File: src/rtl/pipeline_hazard_scheduler_pkg.sv
// Shared definitions for the pipeline hazard scheduler: scheduler state
// encoding, forwarding-select codes, register-index width, the shadow-slot
// record and the forwarding priority helper.
package pipeline_pkg;

    localparam int unsigned REG_IDX_W = 5;

    typedef logic [REG_IDX_W-1:0] reg_idx_t;

    typedef enum logic {
        ST_RUN   = 1'b0,
        ST_STALL = 1'b1
    } sched_state_t;

    typedef logic [1:0] fwd_sel_t;

    localparam fwd_sel_t FWD_RF  = 2'b00;
    localparam fwd_sel_t FWD_EX  = 2'b01;
    localparam fwd_sel_t FWD_MEM = 2'b10;
    localparam fwd_sel_t FWD_WB  = 2'b11;

    // Destination/write-enable/load state tracked for one downstream stage.
    typedef struct packed {
        reg_idx_t rd;
        logic     rf_en;
        logic     load;
    } shadow_slot_t;

    // Youngest producer wins. A load still in EX has no result to forward,
    // so it is skipped; x0 is never forwarded.
    function automatic fwd_sel_t fwd_select(
        input reg_idx_t     idx,
        input logic         used,
        input shadow_slot_t ex,
        input shadow_slot_t mem,
        input shadow_slot_t wb
    );
        fwd_sel_t sel;
        sel = FWD_RF;
        if (used && (idx != '0)) begin
            if (ex.rf_en && !ex.load && (ex.rd == idx)) begin
                sel = FWD_EX;
            end else if (mem.rf_en && (mem.rd == idx)) begin
                sel = FWD_MEM;
            end else if (wb.rf_en && (wb.rd == idx)) begin
                sel = FWD_WB;
            end
        end
        return sel;
    endfunction

endpackage

File: src/rtl/pipeline_hazard_scheduler_shadow_pipe.sv
// hazard_shadow_pipe: three-slot shadow of the EX, MEM and WB stages.
//   clk      in  pipeline clock
//   rst      in  synchronous active-high clear of all slots
//   bubble   in  1 = a NOP enters EX instead of the ID instruction
//   id_slot  in  {rd, rf_en, load} of the instruction leaving ID
//   ex_slot / mem_slot / wb_slot  out  current slot contents
module hazard_shadow_pipe
    import pipeline_pkg::*;
(
    input  logic         clk,
    input  logic         rst,
    input  logic         bubble,
    input  shadow_slot_t id_slot,
    output shadow_slot_t ex_slot,
    output shadow_slot_t mem_slot,
    output shadow_slot_t wb_slot
);

    shadow_slot_t ex_q, ex_d;
    shadow_slot_t mem_q, mem_d;
    shadow_slot_t wb_q, wb_d;

    always_comb begin
        ex_d  = bubble ? shadow_slot_t'('0) : id_slot;
        mem_d = ex_q;
        wb_d  = mem_q;
    end

    always_ff @(posedge clk) begin
        if (rst) begin
            ex_q  <= '0;
            mem_q <= '0;
            wb_q  <= '0;
        end else begin
            ex_q  <= ex_d;
            mem_q <= mem_d;
            wb_q  <= wb_d;
        end
    end

    assign ex_slot  = ex_q;
    assign mem_slot = mem_q;
    assign wb_slot  = wb_q;

endmodule

File: src/rtl/pipeline_hazard_scheduler.sv
// pipeline_hazard_scheduler: load-use stall / branch flush sequencing and
// operand-forwarding selects for a 5-stage RISC-V pipeline.
//   clk, Reset                 clock, synchronous active-high reset
//   ID_rs1/rs2/rd, ID_uses_*   operand and destination fields of the ID instruction
//   ID_RF_enable, ID_load_Instr  control-unit decode of the ID instruction
//   EX_branch_taken            instruction in EX redirects the PC
//   PC_LE, IF_ID_LE            front-end load enables
//   IF_ID_Flush                IF_ID clears to NOP on the next edge
//   S                          1 = NOP into ID_EX
//   fwd_rs1_sel, fwd_rs2_sel   00 RF, 01 EX, 10 MEM, 11 WB
//   stall_count                saturating count of S=1 cycles
module pipeline_hazard_scheduler
    import pipeline_pkg::*;
#(
    parameter int unsigned LOAD_USE_BUBBLES = 1,
    parameter int unsigned STALL_CNT_W      = 16
) (
    input  logic                   clk,
    input  logic                   Reset,
    input  logic [4:0]             ID_rs1,
    input  logic [4:0]             ID_rs2,
    input  logic [4:0]             ID_rd,
    input  logic                   ID_uses_rs1,
    input  logic                   ID_uses_rs2,
    input  logic                   ID_RF_enable,
    input  logic                   ID_load_Instr,
    input  logic                   EX_branch_taken,
    output logic                   PC_LE,
    output logic                   IF_ID_LE,
    output logic                   IF_ID_Flush,
    output logic                   S,
    output logic [1:0]             fwd_rs1_sel,
    output logic [1:0]             fwd_rs2_sel,
    output logic [STALL_CNT_W-1:0] stall_count
);

    localparam logic [1:0] EXTRA_BUBBLES = 2'(LOAD_USE_BUBBLES - 1);

    sched_state_t           state_q, state_d;
    logic [1:0]             cnt_q, cnt_d;
    logic [STALL_CNT_W-1:0] stall_count_q, stall_count_d;

    shadow_slot_t id_slot, ex_slot, mem_slot, wb_slot;
    logic         hazard;

    assign id_slot = '{rd: ID_rd, rf_en: ID_RF_enable, load: ID_load_Instr};

    hazard_shadow_pipe u_shadow (
        .clk      (clk),
        .rst      (Reset),
        .bubble   (S),
        .id_slot  (id_slot),
        .ex_slot  (ex_slot),
        .mem_slot (mem_slot),
        .wb_slot  (wb_slot)
    );

    always_comb begin
        hazard = ex_slot.load && ex_slot.rf_en && (ex_slot.rd != '0) &&
                 ((ID_uses_rs1 && (ID_rs1 == ex_slot.rd)) ||
                  (ID_uses_rs2 && (ID_rs2 == ex_slot.rd)));
    end

    always_comb begin
        state_d     = state_q;
        cnt_d       = cnt_q;
        PC_LE       = 1'b1;
        IF_ID_LE    = 1'b1;
        IF_ID_Flush = 1'b0;
        S           = 1'b0;
        fwd_rs1_sel = fwd_select(ID_rs1, ID_uses_rs1, ex_slot, mem_slot, wb_slot);
        fwd_rs2_sel = fwd_select(ID_rs2, ID_uses_rs2, ex_slot, mem_slot, wb_slot);

        case (state_q)
            ST_RUN: begin
                if (EX_branch_taken) begin
                    IF_ID_Flush = 1'b1;
                    S           = 1'b1;
                end else if (hazard) begin
                    PC_LE    = 1'b0;
                    IF_ID_LE = 1'b0;
                    S        = 1'b1;
                    // The hazard cycle itself is the first bubble; STALL covers the rest.
                    if (LOAD_USE_BUBBLES > 1) begin
                        state_d = ST_STALL;
                        cnt_d   = EXTRA_BUBBLES;
                    end
                end
            end
            ST_STALL: begin
                PC_LE    = 1'b0;
                IF_ID_LE = 1'b0;
                S        = 1'b1;
                if (cnt_q == 2'd1) begin
                    state_d = ST_RUN;
                end else begin
                    cnt_d = cnt_q - 2'd1;
                end
            end
            default: state_d = ST_RUN;
        endcase

        if (Reset) begin
            PC_LE       = 1'b1;
            IF_ID_LE    = 1'b1;
            IF_ID_Flush = 1'b0;
            S           = 1'b1;
            fwd_rs1_sel = FWD_RF;
            fwd_rs2_sel = FWD_RF;
        end

        stall_count_d = stall_count_q;
        if (S && (stall_count_q != '1)) begin
            stall_count_d = stall_count_q + STALL_CNT_W'(1);
        end
    end

    always_ff @(posedge clk) begin
        if (Reset) begin
            state_q       <= ST_RUN;
            cnt_q         <= '0;
            stall_count_q <= '0;
        end else begin
            state_q       <= state_d;
            cnt_q         <= cnt_d;
            stall_count_q <= stall_count_d;
        end
    end

    assign stall_count = stall_count_q;

endmodule
File: config.mk
export PLATFORM = sky130hd
export DESIGN_NAME = pipeline_hazard_scheduler
export DESIGN_NICKNAME = d
export VERILOG_FILES = /design/src/rtl/pipeline_hazard_scheduler_pkg.sv /design/src/rtl/pipeline_hazard_scheduler_shadow_pipe.sv /design/src/rtl/pipeline_hazard_scheduler.sv
export SDC_FILE = /design/constraint.sdc
export NUM_CORES = 1
export LEC_CHECK = 0
export BUFFER_PORTS_ARGS = -buffer_cell sky130_fd_sc_hd__buf_2
export CAP_MARGIN = 20
export CORE_UTILIZATION = 35
export CTS_BUF_LIST = sky130_fd_sc_hd__clkbuf_16
export DETAILED_ROUTE_END_ITERATION = 8
export PLACE_DENSITY_LB_ADDON = 0.25
export SLEW_MARGIN = 0
export SYNTH_ARGS = -nofsm -noshare
export SYNTH_HDL_FRONTEND = slang
export SYNTH_SLANG_ARGS = --single-unit
File: constraint.sdc
create_clock -name clk -period 5.3 [get_ports clk]
set_clock_uncertainty 0.05 [all_clocks]
set_input_delay 1.06 -clock clk [delete_from_list [all_inputs] [get_ports clk]]
set_output_delay 1.06 -clock clk [all_outputs]
set_load 0.01 [all_outputs]
After elaboration in Yosys (flattened, before gate mapping)
Cells that the tools add are included.
{"block": "op_classes", "n_eq_ne": 10, "mux": 22, "add_sub_neg": 2, "bitwise_logic": 2, "n_reduce_logical": 23}
{"op": "equality test 5 bit", "n": 8}
{"op": "2-to-1 mux 2 bit", "n": 10}
{"op": "adder 16 x 1 -> 16 bit (second input constant)", "n": 1}
{"op": "!= test 16 bit (second input constant)", "n": 1}
{"op": "logical AND 1 bit", "n": 15}
{"op": "nonzero test 5 bit", "n": 3}
{"op": "2-to-1 mux 1 bit", "n": 10}
{"op": "one-hot mux 1 bit (2 select lines)", "n": 2}
{"op": "OR reduction 2 bit", "n": 2}
{"op": "equality test 2 x 1 -> 1 bit (second input constant)", "n": 1}
{"op": "NOT 1 bit", "n": 2}
{"op": "AND reduction 2 bit", "n": 1}
{"op": "subtractor 2 x 1 -> 2 bit (second input constant)", "n": 1}
{"op": "logical NOT 1 bit", "n": 1}
{"op": "logical OR 1 bit", "n": 1}
{"block": "totals", "output_inout_bits": 24, "ff_bits": 38, "inputBits": 22}

Logic depth before layout (Yosys ltp)
{"block": "depth", "word_depth": 9, "ltp_mapped": 7}

Hierarchy
From an unflattened synthesis, not the netlist that was laid out.
{"block": "hier_totals", "cells_unflattened": 231, "hier_area_um2": 2152.1}
{"mod": "pipeline_hazard_scheduler", "area_each_um2": 1537.7, "instances": 1, "cells_each": 187}
{"mod": "hazard_shadow_pipe", "area_each_um2": 614.3, "instances": 1, "cells_each": 44}

Worst setup path after synthesis
OpenSTA, ideal clock, no wires.
{"block": "synth_path", "path_type": "input -> output", "from": "in ID_rs2[3]", "to": "out PC_LE", "stages": 7, "t_arrival_ns": 2.290, "setup_slack_ns": 1.900, "path_cell_list": "xor2_1 nor3_1 o2bb2ai_2 and2_1 nor2b_1 o21bai_1 buf_4"}
{"block": "synth_via", "elab_chain_len": 8}
{"item": "from (decl)", "line": "pipeline_hazard_scheduler.sv:21", "text": "input logic [4:0] ID_rs2,"}
{"item": "equality test 5 bit", "line": "pipeline_hazard_scheduler.sv:61", "text": "(ID_uses_rs2 && (ID_rs2 == ex_slot.rd)));"}
{"item": "logical AND 1 bit", "line": "pipeline_hazard_scheduler.sv:61"}
{"item": "logical OR 1 bit", "line": "pipeline_hazard_scheduler.sv:60", "text": "((ID_uses_rs1 && (ID_rs1 == ex_slot.rd)) ||"}
{"item": "logical AND 1 bit", "line": "pipeline_hazard_scheduler.sv:59", "text": "hazard = ex_slot.load && ex_slot.rf_en && (ex_slot.rd != '0) &&"}
{"item": "2-to-1 mux 1 bit (2 in series)"}
{"item": "one-hot mux 1 bit (2 select lines)"}
{"item": "2-to-1 mux 1 bit"}
{"item": "to (decl)", "line": "pipeline_hazard_scheduler.sv:28", "text": "output logic PC_LE,"}
Every way passes these cells.

Worst setup path in the final report
{"block": "layout_path", "from": "in ID_rs2[3]", "to": "out PC_LE"}
{"block": "layout_via", "elab_chain_len": 8}
{"item": "equality test 5 bit", "line": "pipeline_hazard_scheduler.sv:61"}
{"item": "logical AND 1 bit", "line": "pipeline_hazard_scheduler.sv:61"}
{"item": "logical OR 1 bit", "line": "pipeline_hazard_scheduler.sv:60"}
{"item": "logical AND 1 bit", "line": "pipeline_hazard_scheduler.sv:59"}
{"item": "2-to-1 mux 1 bit", "line": "pipeline_hazard_scheduler.sv:79", "text": "end else if (hazard) begin"}
{"item": "2-to-1 mux 1 bit", "line": "pipeline_hazard_scheduler.sv:76", "text": "if (EX_branch_taken) begin"}
{"item": "one-hot mux 1 bit (2 select lines)", "line": "pipeline_hazard_scheduler.sv:74", "text": "case (state_q)"}
{"item": "2-to-1 mux 1 bit", "line": "pipeline_hazard_scheduler.sv:103", "text": "if (Reset) begin"}
Every way passes these cells.

==> impl_metrics.yaml <==
sta:
  worst_pin_slew_ns: 0.733
  drv_slew: 0
  final_hold_viol_count: 0
  fmaxAchievable_mhz: 272
  setup_viol: 0
  finalSetupTns_ns: 0
  slew_headroom_pct: 50.8
  rsz0062_at_grt: "false"
  period_share_pct: 69.4
  period_needed_ns: 3.68
synth:
  synth-edff-count: 0
  synth.most_common_cell: "dfxtp_1"
  syn-num-nets: 261
  syn_avg_cell_area_um2: 8.90
  ys_warn_count: 0
  synth_top_cell_by_area: "dfxtp_1"
  synth_top_area_share_pct: 36.1
  synth.distinct_cells: 48
  synth_top_flop_cell: "dfxtp_1"
  synth-async-reset-ratio_pct: 0
  synthCells: 237
  ys_top_cells_by_area: "dfxtp_1, xor2_1, nor2b_1"
  yosysSeqAreaShare_pct: 36.1
  synth_common_cells: "dfxtp_1, xor2_1, nor2_1"
  synth_seq_cells: 38
  netlist_area_mm2: 0.00211
clock_network:
  cts.sink_count: 38
  cts.htree.levels: 2
  cts_setup_buffers: 0
  path_clk_slew_ns: 0.06
  worstSkewPairLatency_ns: 0.28
  numCtsBuffers: 5
  hold_buffers: 0
  cts_tree: "yes"
  cts_root_buf: "clkbuf_16"
  post_cts_resized: 0
  clk_path_buf_depth: 2
grt:
  overflow: 0
  grt_antenna_before_repair: 0
  grt_usage_pct: 15.8
  grt_pass1_vias: 1633
  grt_first_pass_wirelength_mm: 7.67
  grt_max_degree: 42
placed_design:
  dp_hpwl_mm: 3.52
  dp.cells: 349
  io_buffers: 45
  place_congestion: 0.815
critical_path:
  cp-end-kind: "primary output"
  rr_endpoint: "stall_count[8]$_SDFFE_PP0P_"
  rr_worst_depth: 7
  r2r_setup_slack_ns: 2.80
  critPathRequiredTime_ns: 4.19
  worstPathArrival_ns: 2.57
  crit_fanout: 9
  worstSetupStartpointType: "input pin"
  timing.rr.start: "stall_count[0]$_SDFFE_PP0P_"
  crit_type: "in2out"
floorplanning:
  die_w_um: 79.6
  pin_count: 46
  core_area_mm2: 0.00564
  die_area_mm2: 0.00634
  initial_core_util_pct: 37.4
  row_count: 27
  die_h_um: 79.6
power:
  max-vdd-ir-drop_v: 0.000140
  leakage_uw: 0.00108
  power_density_mw_per_mm2: 271
layout:
  regArea_um2: 761
  layout-drive-gt1-share_pct: 24.2
  area_growth_pct: 21.6
  fillCellCount: 552
  final_cells: 357
  n_antenna_cell: 0
  final_nets: 308
  multi_input_area_mm2: 0.00131
drt:
  num_vias: 1811
  antenna_left: 0
  viasPerCell: 5.07
  drc_errors: 0
  drtPass1Iterations: 4
  routed_wl_mm: 4.66
  first_iter_violations: 76
  post_drt_wl_per_cell_um: 13.0
min_path:
  holdPathStages: 1
  hold_start: "u_shadow.ex_slot[1]$_SDFF_PP0_"
  hp-class: "reg2reg"
  holdPathEnd: "u_shadow.mem_slot[1]$_SDFF_PP0_"
run_status:
  status: "finished clean"
job:
  max_cap_viol_count: 0
-- layer usage --
metal	GRT usage [%]	vias up	wire length (µm)	part of all wire [%]
li1	-	927	-	-
met1	19.9	839	2210	47
met2	25.4	39	2160	46
met3	4.00	6	212	4.6
met4	6.55	0	70	1.5
met5	0	-	0	0
-- layout by cell type, fill, tap and decap left out, types with 2 or more instances in the layout --
master,count
nor4_4,2
nor3b_1,2
a31oi_1,2
nor2_1,26
o21ai_0,4
and2_1,8
nor3_1,4
a21oi_1,10
nor2b_1,21
dfxtp_1,38
mux2_1,3
xnor2_1,11
or4_1,3
nand3_1,7
nand2b_1,2
ha_1,2
nor4b_1,2
and3_1,3
nor4_1,11
xor2_1,27
a21oi_2,2
buf_2,45
nand2_1,10
clkinv_2,2
inv_1,3
or3_1,3
nand4_1,5
clkbuf_16,5
-- power by group --
part / internal, µW / total [µW] / leakage, µW / switching (µW)
Sequential: 292 / 300 / 0.000308 / 8.05
Clock: 220 / 333 / 0.0000836 / 113
Combinational: 28.1 / 61.7 / 0.000687 / 33.6
Total: 540 / 695 / 0.00108 / 155
-- worst max-delay path, cell delays in order --
cell	delay [ns]
buf_2	0.13
xor2_1	0.14
nor3_1	0.32
o2bb2ai_2	0.31
and2_1	0.25
nor2b_1	0.14
o21bai_1	0.08
buf_2	0.14
-- layout make-up --
class / instances / share of cell area (%)
sequential: 38 / 29.6
clock inverter: 3 / 1.56
tap: 72 / 3.51
multi-input combinational: 190 / 50.9
timing repair buffer: 46 / 9.07
clock buffer: 5 / 4.88
inverter: 3 / 0.439
-- cells by family after synthesis --
family	Yosys count	share of synthesized area, %
compound gates	28	9.61
flops	38	36.1
xor+xnor	38	15.8
fa+ha+maj	2	1.19
mux	4	2.08
simple gates	118	33.3
buf+inv	9	2.02
-- stage by stage --
stage	total power (µW)	utilization, %	area (µm²)	worst slack [ns]	hold WS, ns
4_1_cts	704	45.5	2570	1.61	0.445
2_1_floorplan	344	-	2110	1.90	0.409
6_report	695	45.5	2570	1.62	0.445
5_1_grt	726	45.5	2570	1.50	0.469
3_5_place_dp	368	42.6	2400	1.61	0.436
3_3_place_gp	367	42.6	2400	1.63	0.435
-- flip-flops by register name, indices dropped and copies added, names as in the netlist --
signal	count
u_shadow.ex_slot	7
cnt_q	2
stall_count	16
state_q	1
u_shadow.wb_slot	6
u_shadow.mem_slot	6
-- worst max-delay path by stage --
stage	start	depth (start not counted)	slack, ns	end
floorplan	ID_rs2[3]	7	1.90	PC_LE
global route	ID_rs1[0]	8	1.50	IF_ID_LE
global placement	ID_rs2[3]	8	1.63	PC_LE
CTS	ID_rs2[3]	8	1.61	PC_LE
finish	ID_rs2[3]	8	1.62	PC_LE
detailed placement	ID_rs2[3]	8	1.61	PC_LE
(Power assumes the default switching activity.)
